--- config.mk ---
export PLATFORM = sky130hd
export DESIGN_NAME = fetch_unit_flat
export DESIGN_NICKNAME = d
export VERILOG_FILES = /design/src/rtl/fetch_unit_if.sv /design/src/rtl/fetch_unit.sv /design/src/flat_wrapper.sv
export SDC_FILE = /design/constraint.sdc
export NUM_CORES = 1
export LEC_CHECK = 0
export BUFFER_PORTS_ARGS = -buffer_cell sky130_fd_sc_hd__buf_2
export CORE_ASPECT_RATIO = 2
export CORE_MARGIN = 2
export CORE_UTILIZATION = 25
export DETAILED_ROUTE_END_ITERATION = 10
export HOLD_SLACK_MARGIN = 0.03
export SYNTH_ARGS = -nofsm -noshare
export SYNTH_HDL_FRONTEND = slang
export SYNTH_SLANG_ARGS = --single-unit
--- constraint.sdc ---
create_clock -name clk -period 12.35 [get_ports clk]
set_input_delay 2.47 -clock clk [delete_from_list [all_inputs] [get_ports clk]]
set_output_delay 2.47 -clock clk [all_outputs]
set_load 0.05 [all_outputs]
--- src/rtl/fetch_unit_if.sv ---
// fetch_unit_if
//   Bundles the instruction-memory read handshake, the redirect input and the
//   IF/ID output handshake of the kanade32 fetch stage.
//   master : the fetch unit (drives imem_req/imem_addr and out_*).
//   slave  : the environment (memory, EX/MEM redirect source, IF/ID register).
// Signals
//   imem_req/imem_addr   read request and its word address
//   imem_ack/imem_rdata  request accepted, instruction word valid same cycle
//   redirect/redirect_pc one-cycle flush-and-restart pulse and its target
//   out_valid/out_ready  IF/ID handshake
//   out_ins/out_next_pc  head instruction and its fetch address + 4
interface fetch_unit_if;
  logic        imem_req;
  logic [31:0] imem_addr;
  logic        imem_ack;
  logic [31:0] imem_rdata;
  logic        redirect;
  logic [31:0] redirect_pc;
  logic        out_valid;
  logic        out_ready;
  logic [31:0] out_ins;
  logic [31:0] out_next_pc;

  modport master (
    output imem_req, imem_addr,
    input  imem_ack, imem_rdata,
    input  redirect, redirect_pc,
    output out_valid, out_ins, out_next_pc,
    input  out_ready
  );

  modport slave (
    input  imem_req, imem_addr,
    output imem_ack, imem_rdata,
    output redirect, redirect_pc,
    input  out_valid, out_ins, out_next_pc,
    output out_ready
  );
endinterface

--- src/rtl/fetch_unit.sv ---
// fetch_unit
//   Instruction-fetch stage of the kanade32 pipeline. Owns the fetch PC,
//   issues word reads to instruction memory, buffers the returned words in a
//   small prefetch FIFO and presents {ins, next_pc} to IF/ID. A redirect
//   flushes the FIFO and discards any read still in flight.
// Parameters
//   RESET_PC  fetch PC after reset (word aligned)
//   DEPTH     prefetch FIFO entries (power of 2, >= 2)
// Ports
//   clk       clock, all state changes on posedge
//   reset_n   synchronous active-low reset
//   bus       fetch_unit_if.master (memory, redirect and IF/ID handshakes)
//   stat_fetched / stat_flushed  statistics counters, only when the
//                                FETCH_STATS_EN macro is defined
module fetch_unit #(
  parameter logic [31:0] RESET_PC = 32'h0000_0000,
  parameter int          DEPTH    = 2
) (
  input  logic        clk,
  input  logic        reset_n,
  fetch_unit_if.master bus
`ifdef FETCH_STATS_EN
  ,
  output logic [31:0] stat_fetched,
  output logic [31:0] stat_flushed
`endif
);

  localparam int PTR_W = $clog2(DEPTH);
  localparam int CNT_W = $clog2(DEPTH + 1);

  typedef enum logic [1:0] {
    ST_IDLE,
    ST_REQ,
    ST_DROP
  } state_t;

  state_t           state_q, state_d;
  logic [31:0]      fetch_pc_q, fetch_pc_d;
  logic [31:0]      addr_q, addr_d;
  logic [CNT_W-1:0] count_q, count_d;
  logic [PTR_W-1:0] rd_ptr_q, rd_ptr_d;
  logic [PTR_W-1:0] wr_ptr_q, wr_ptr_d;
  logic [31:0]      ins_mem_q [DEPTH];
  logic [31:0]      ins_mem_d [DEPTH];
  logic [31:0]      npc_mem_q [DEPTH];
  logic [31:0]      npc_mem_d [DEPTH];

  logic        out_valid;
  logic        push;
  logic        pop;
  logic        discard;
  logic        have_space;
  logic [31:0] addr_plus4;
  logic [31:0] redirect_pc_al;

  assign addr_plus4     = addr_q + 32'd4;
  assign redirect_pc_al = bus.redirect_pc & ~32'h3;
  assign out_valid      = (count_q != '0);

  // Redirect wins over both push and pop; an acked word is only kept when the
  // request is still live (REQ) and no redirect arrives in the same cycle.
  assign push    = (state_q == ST_REQ) && bus.imem_ack && !bus.redirect;
  assign pop     = out_valid && bus.out_ready && !bus.redirect;
  assign discard = bus.imem_ack &&
                   (((state_q == ST_REQ) && bus.redirect) || (state_q == ST_DROP));

  // Space is judged on the occupancy after this cycle's push/pop, so the
  // request about to be issued always has a slot reserved for its word.
  assign have_space = (count_d < CNT_W'(DEPTH));

  always_comb begin
    count_d  = count_q;
    rd_ptr_d = rd_ptr_q;
    wr_ptr_d = wr_ptr_q;
    if (bus.redirect) begin
      count_d  = '0;
      rd_ptr_d = '0;
      wr_ptr_d = '0;
    end else begin
      if (push) wr_ptr_d = wr_ptr_q + PTR_W'(1);
      if (pop)  rd_ptr_d = rd_ptr_q + PTR_W'(1);
      case ({push, pop})
        2'b10:   count_d = count_q + CNT_W'(1);
        2'b01:   count_d = count_q - CNT_W'(1);
        default: count_d = count_q;
      endcase
    end
  end

  always_comb begin
    ins_mem_d = ins_mem_q;
    npc_mem_d = npc_mem_q;
    if (push) begin
      ins_mem_d[wr_ptr_q] = bus.imem_rdata;
      npc_mem_d[wr_ptr_q] = addr_plus4;
    end
  end

  // DROP keeps the abandoned request on the bus until memory acks it, so the
  // handshake is never cut short; its data is thrown away.
  always_comb begin
    state_d    = state_q;
    fetch_pc_d = fetch_pc_q;
    addr_d     = addr_q;
    case (state_q)
      ST_IDLE: begin
        if (bus.redirect) begin
          fetch_pc_d = redirect_pc_al;
        end else if (have_space) begin
          state_d = ST_REQ;
          addr_d  = fetch_pc_q;
        end
      end
      ST_REQ: begin
        if (bus.redirect) begin
          fetch_pc_d = redirect_pc_al;
          state_d    = bus.imem_ack ? ST_IDLE : ST_DROP;
        end else if (bus.imem_ack) begin
          fetch_pc_d = addr_plus4;
          if (have_space) begin
            addr_d = addr_plus4;
          end else begin
            state_d = ST_IDLE;
          end
        end
      end
      ST_DROP: begin
        if (bus.redirect) fetch_pc_d = redirect_pc_al;
        if (bus.imem_ack) state_d = ST_IDLE;
      end
      default: state_d = ST_IDLE;
    endcase
  end

  always_ff @(posedge clk) begin
    if (!reset_n) begin
      state_q    <= ST_IDLE;
      fetch_pc_q <= RESET_PC;
      addr_q     <= '0;
      count_q    <= '0;
      rd_ptr_q   <= '0;
      wr_ptr_q   <= '0;
    end else begin
      state_q    <= state_d;
      fetch_pc_q <= fetch_pc_d;
      addr_q     <= addr_d;
      count_q    <= count_d;
      rd_ptr_q   <= rd_ptr_d;
      wr_ptr_q   <= wr_ptr_d;
    end
  end

  // FIFO storage needs no reset: entries are only visible while count_q
  // covers them.
  always_ff @(posedge clk) begin
    ins_mem_q <= ins_mem_d;
    npc_mem_q <= npc_mem_d;
  end

  assign bus.imem_req    = (state_q != ST_IDLE);
  assign bus.imem_addr   = addr_q;
  assign bus.out_valid   = out_valid;
  assign bus.out_ins     = out_valid ? ins_mem_q[rd_ptr_q] : 32'h0;
  assign bus.out_next_pc = out_valid ? npc_mem_q[rd_ptr_q] : 32'h0;

  no_overflow_a: assert property (@(posedge clk) disable iff (!reset_n)
    !(push && (count_q == CNT_W'(DEPTH))));

`ifdef FETCH_STATS_EN
  logic [31:0] stat_fetched_q, stat_fetched_d;
  logic [31:0] stat_flushed_q, stat_flushed_d;

  // Flushed counts both buffered entries lost to a redirect and words that
  // came back from memory only to be thrown away.
  always_comb begin
    stat_fetched_d = stat_fetched_q + {31'b0, push};
    stat_flushed_d = stat_flushed_q;
    if (bus.redirect) stat_flushed_d = stat_flushed_d + 32'(count_q);
    if (discard)      stat_flushed_d = stat_flushed_d + 32'd1;
  end

  always_ff @(posedge clk) begin
    if (!reset_n) begin
      stat_fetched_q <= '0;
      stat_flushed_q <= '0;
    end else begin
      stat_fetched_q <= stat_fetched_d;
      stat_flushed_q <= stat_flushed_d;
    end
  end

  assign stat_fetched = stat_fetched_q;
  assign stat_flushed = stat_flushed_q;
`endif

endmodule

--- src/flat_wrapper.sv ---
// flat-port wrapper written by rule: the top's interface ports become plain ports
module fetch_unit_flat 
#(
  parameter logic [31:0] RESET_PC = 32'h0000_0000,
  parameter int          DEPTH    = 2
)
  (clk, reset_n, bus_imem_req, bus_imem_addr, bus_imem_ack, bus_imem_rdata, bus_redirect, bus_redirect_pc, bus_out_valid, bus_out_ins, bus_out_next_pc, bus_out_ready);
  fetch_unit_if bus_i ();
  input  logic clk;
  input  logic reset_n;
  output wire logic [$bits(bus_i.imem_req)-1:0] bus_imem_req;
  output wire logic [$bits(bus_i.imem_addr)-1:0] bus_imem_addr;
  input wire logic [$bits(bus_i.imem_ack)-1:0] bus_imem_ack;
  input wire logic [$bits(bus_i.imem_rdata)-1:0] bus_imem_rdata;
  input wire logic [$bits(bus_i.redirect)-1:0] bus_redirect;
  input wire logic [$bits(bus_i.redirect_pc)-1:0] bus_redirect_pc;
  output wire logic [$bits(bus_i.out_valid)-1:0] bus_out_valid;
  output wire logic [$bits(bus_i.out_ins)-1:0] bus_out_ins;
  output wire logic [$bits(bus_i.out_next_pc)-1:0] bus_out_next_pc;
  input wire logic [$bits(bus_i.out_ready)-1:0] bus_out_ready;
  assign bus_imem_req = bus_i.imem_req;
  assign bus_imem_addr = bus_i.imem_addr;
  assign bus_i.imem_ack = bus_imem_ack;
  assign bus_i.imem_rdata = bus_imem_rdata;
  assign bus_i.redirect = bus_redirect;
  assign bus_i.redirect_pc = bus_redirect_pc;
  assign bus_out_valid = bus_i.out_valid;
  assign bus_out_ins = bus_i.out_ins;
  assign bus_out_next_pc = bus_i.out_next_pc;
  assign bus_i.out_ready = bus_out_ready;
  fetch_unit #(.RESET_PC(RESET_PC), .DEPTH(DEPTH)) u_core (.clk(clk), .reset_n(reset_n), .bus(bus_i));
endmodule
==> results by group <==
Global route
  • Met3 capacity usage during global routing: 0.0287
  • Vias in the first global route: 6682
  • Global route total overflow: 0
  • GR peak layer: met2
  • First-pass GRT wire length: 39100 um
  • Largest net degree at the start of global routing: 66
  • Met2 usage: 0.256
  • Total Routing Usage GR: 0.140
  • Antenna violations before repair: 1
  • Routing usage on met1: 0.148

Timing
  • Fin crit share: 0.436
  • Slew at the pin with the worst max-slew slack: 1.04 ns
  • Tmin final: 5.38 ns
  • RSZ-0062 raised after global routing: no
  • Worst Clk Skew: 0.0102 ns
  • Setup_tns: 0 ns
  • Max Transition Viols Final: 0
  • Worst-case hold slack: 0.455 ns
  • Finish-stage setup viols: 0
  • Max Clock Freq: 186 MHz
  • Final worst slack: 6.97 ns
  • Slew headroom: 0.304
  • Final Hold Fails: 0

Synth
  • Top-area cell type share of the netlist area: 0.435
  • Synth Register Bits: 198
  • Post-synthesis cell type count: 55
  • Synth top area cells: edfxtp_1, dfxtp_1, mux2i_1
  • Register area share after synthesis: 0.593
  • Post-Syn Nets: 886
  • Commonest cells in the netlist: edfxtp_1, nor2_1, nand2_1
  • Main synth FF type: edfxtp_1
  • Top-count cell post-synth: edfxtp_1
  • Asr flop ratio synth: 0
  • Avg Cell Area, Syn: 10.8 sq um
  • Largest area contributor in the netlist: edfxtp_1
  • Post-synthesis cell count: 815
  • Post-synth EDFFs: 128
  • Synth warn: 0
  • Post-Syn Area: 0.00884 sq mm

Placed design
  • DP Wirelength: 18500 um
  • Placed inst area: 0.0101 sq mm
  • Worst Setup Slack post-DPL: 6.51 ns
  • PortBufs: 164
  • Routability Congestion: 0.848

Pwr
  • Pleak: 0.00388 uW
  • Tot Pwr: 1410 uW
  • P per Cell Area: 131 mW/mm^2
  • Max IR drop VDD: 0.0772 mV

Clocking
  • Cts repair resizes: 0
  • Maximum level of the CTS H-tree: 4
  • Postcts setup bufs: 0
  • Max Root-Sink Buffers: 2
  • Cts hold-fix bufs: 0
  • Total CTS buffers: 17
  • Clk Tree Root Cell: clkbuf_16
  • Worst-Skew Late Latency: 0.44 ns
  • # clock sinks: 198
  • Reg clk slew, reported paths: 0.08 ns
  • CTS tree: built

Detailed routing
  • Vias per cell: 4.76
  • Total Wirelength: 26100 um
  • Initial DRC count: 498
  • Vias: 6711
  • WL/cell: 18.5 um
  • Antenna Nets Post-Route: 0
  • Post-route DRC: 0
  • First-pass DRT Iterations: 5

Critical path
  • CP max FO: 24
  • Startpoint Class: input port
  • Worst Path Required: 12.72 ns
  • CP arrival: 5.75 ns
  • Setup crit end kind: flip-flop
  • Type of the worst setup path: input port to flip-flop

Hold path
  • Hold Crit Class: flip-flop to flip-flop

Cells and area
  • Area Overhead vs Synth: 21.0%
  • Area occupied by multi-input gates: 0.00334 sq mm
  • Final nets: 1023
  • Design area: 0.0107 sq mm
  • N_diodes: 0
  • Sequential cell area: 0.00525 sq mm
  • Share of post-route cells with drive strength above 1: 0.237
  • FILL cells: 3612

Floorplan
  • Rows: 97
  • Ports: 167
  • DIE AREA: 0.0370 sq mm
  • Core footprint: 0.0350 sq mm
  • Die height: 270 um
  • Initial Utilization: 0.253
  • Die X: 137 um

Flow run
  • Max_cap viols: 0

Status
  • Outcome: finished clean
[cell families (layout without fill, tap and decap cells)]
group | count (synthesis) | after routing | synth area share
buffers and inverters | 71 | 221 | 0.0316
XOR/XNOR | 27 | 27 | 0.0268
AND/OR/NAND/NOR | 301 | 301 | 0.159
flip-flops | 198 | 198 | 0.593
adder cells (fa/ha/maj) | 2 | 2 | 0.00283
AO/OA/AOI/OAI | 150 | 150 | 0.112
multiplexers | 66 | 66 | 0.0747
[worst paths after layout]
| kind | startpoint | to | slack [ns] | cells past startpoint |
|---|---|---|---|---|
| max | bus_redirect | u_core.bus.imem_addr[20] | 6.97 | 11 |
| min | u_core.fetch_pc_q[4] | u_core.fetch_pc_q[4] | 0.46 | 2 |
| max reg2reg | u_core.state_q[0] | u_core.bus.imem_addr[20] | 8.63 | 10 |
| min reg2reg | u_core.fetch_pc_q[4] | u_core.fetch_pc_q[4] | 0.46 | 2 |
[placed cells by master, fill, tap and decap left out, types with 6 or more instances in the layout]
cell       Yosys  final
a21oi_1       44     43
buf_2          2    164
buf_4          2     13
clkbuf_16      0     17
dfxtp_1       70     69
edfxtp_1     128    128
inv_1         11     11
inv_8          0      6
mux2i_1       66     66
nand2_1       81     81
nand2b_1       9      8
nand3_1       31     31
nand4_1       15     15
nor2_1       103    101
nor3_1        14     13
nor4_1        11     11
o211ai_1       9      9
o21a_1        11     11
o21ai_0       28     28
o221ai_1       7      7
o22ai_1        7      7
or3_1          9      9
xnor2_1       14     14
xor2_1        13     13
[through the flow]
stage                     instances   util
after floorplan                 815      -
after global placement         1378  0.289
after detailed placement       1378  0.289
after CTS                      1410  0.306
after global routing           1410  0.306
final                          1410  0.306
[report_power, final]
group / switching (uW) / internal, uW
Sequential: 13.5 / 719
Clock: 283 / 273
Combinational: 81.1 / 35.7
Total: 378 / 1030
[flip-flops by register name (all words and copies together) (netlist names)]
signal	count
u_core.npc_mem_q	64
u_core.count_q	2
u_core.rd_ptr_q	1
u_core.wr_ptr_q	1
u_core.fetch_pc_q	32
u_core.state_q	2
u_core.bus.imem_addr	32
u_core.ins_mem_q	64
[worst max-delay path, cell delays in order]
cell	delay (ns)
buf_2	0.30
nand2b_1	0.15
buf_4	0.29
nor2_1	0.08
buf_4	0.20
inv_1	0.12
ha_1	0.28
o21a_1	0.24
or3_1	0.80
or4_1	0.63
a31oi_1	0.16
[cell type report]
class | instances | area share
Clock inverter | 14 | 0.0143
Multi-Input combinational cell | 546 | 0.313
Sequential cell | 198 | 0.491
Inverter | 12 | 0.00421
Tap cell | 445 | 0.0521
Clock buffer | 18 | 0.0401
Timing Repair Buffer | 177 | 0.0859
[routing by layer]
metal  vias to the layer above  part of all wire
li1                       3248                 -
met1                      3227              0.37
met2                       185              0.54
met3                        49             0.048
met4                         2             0.046
met5                         -           0.00027
(Power assumes the default switching activity.)
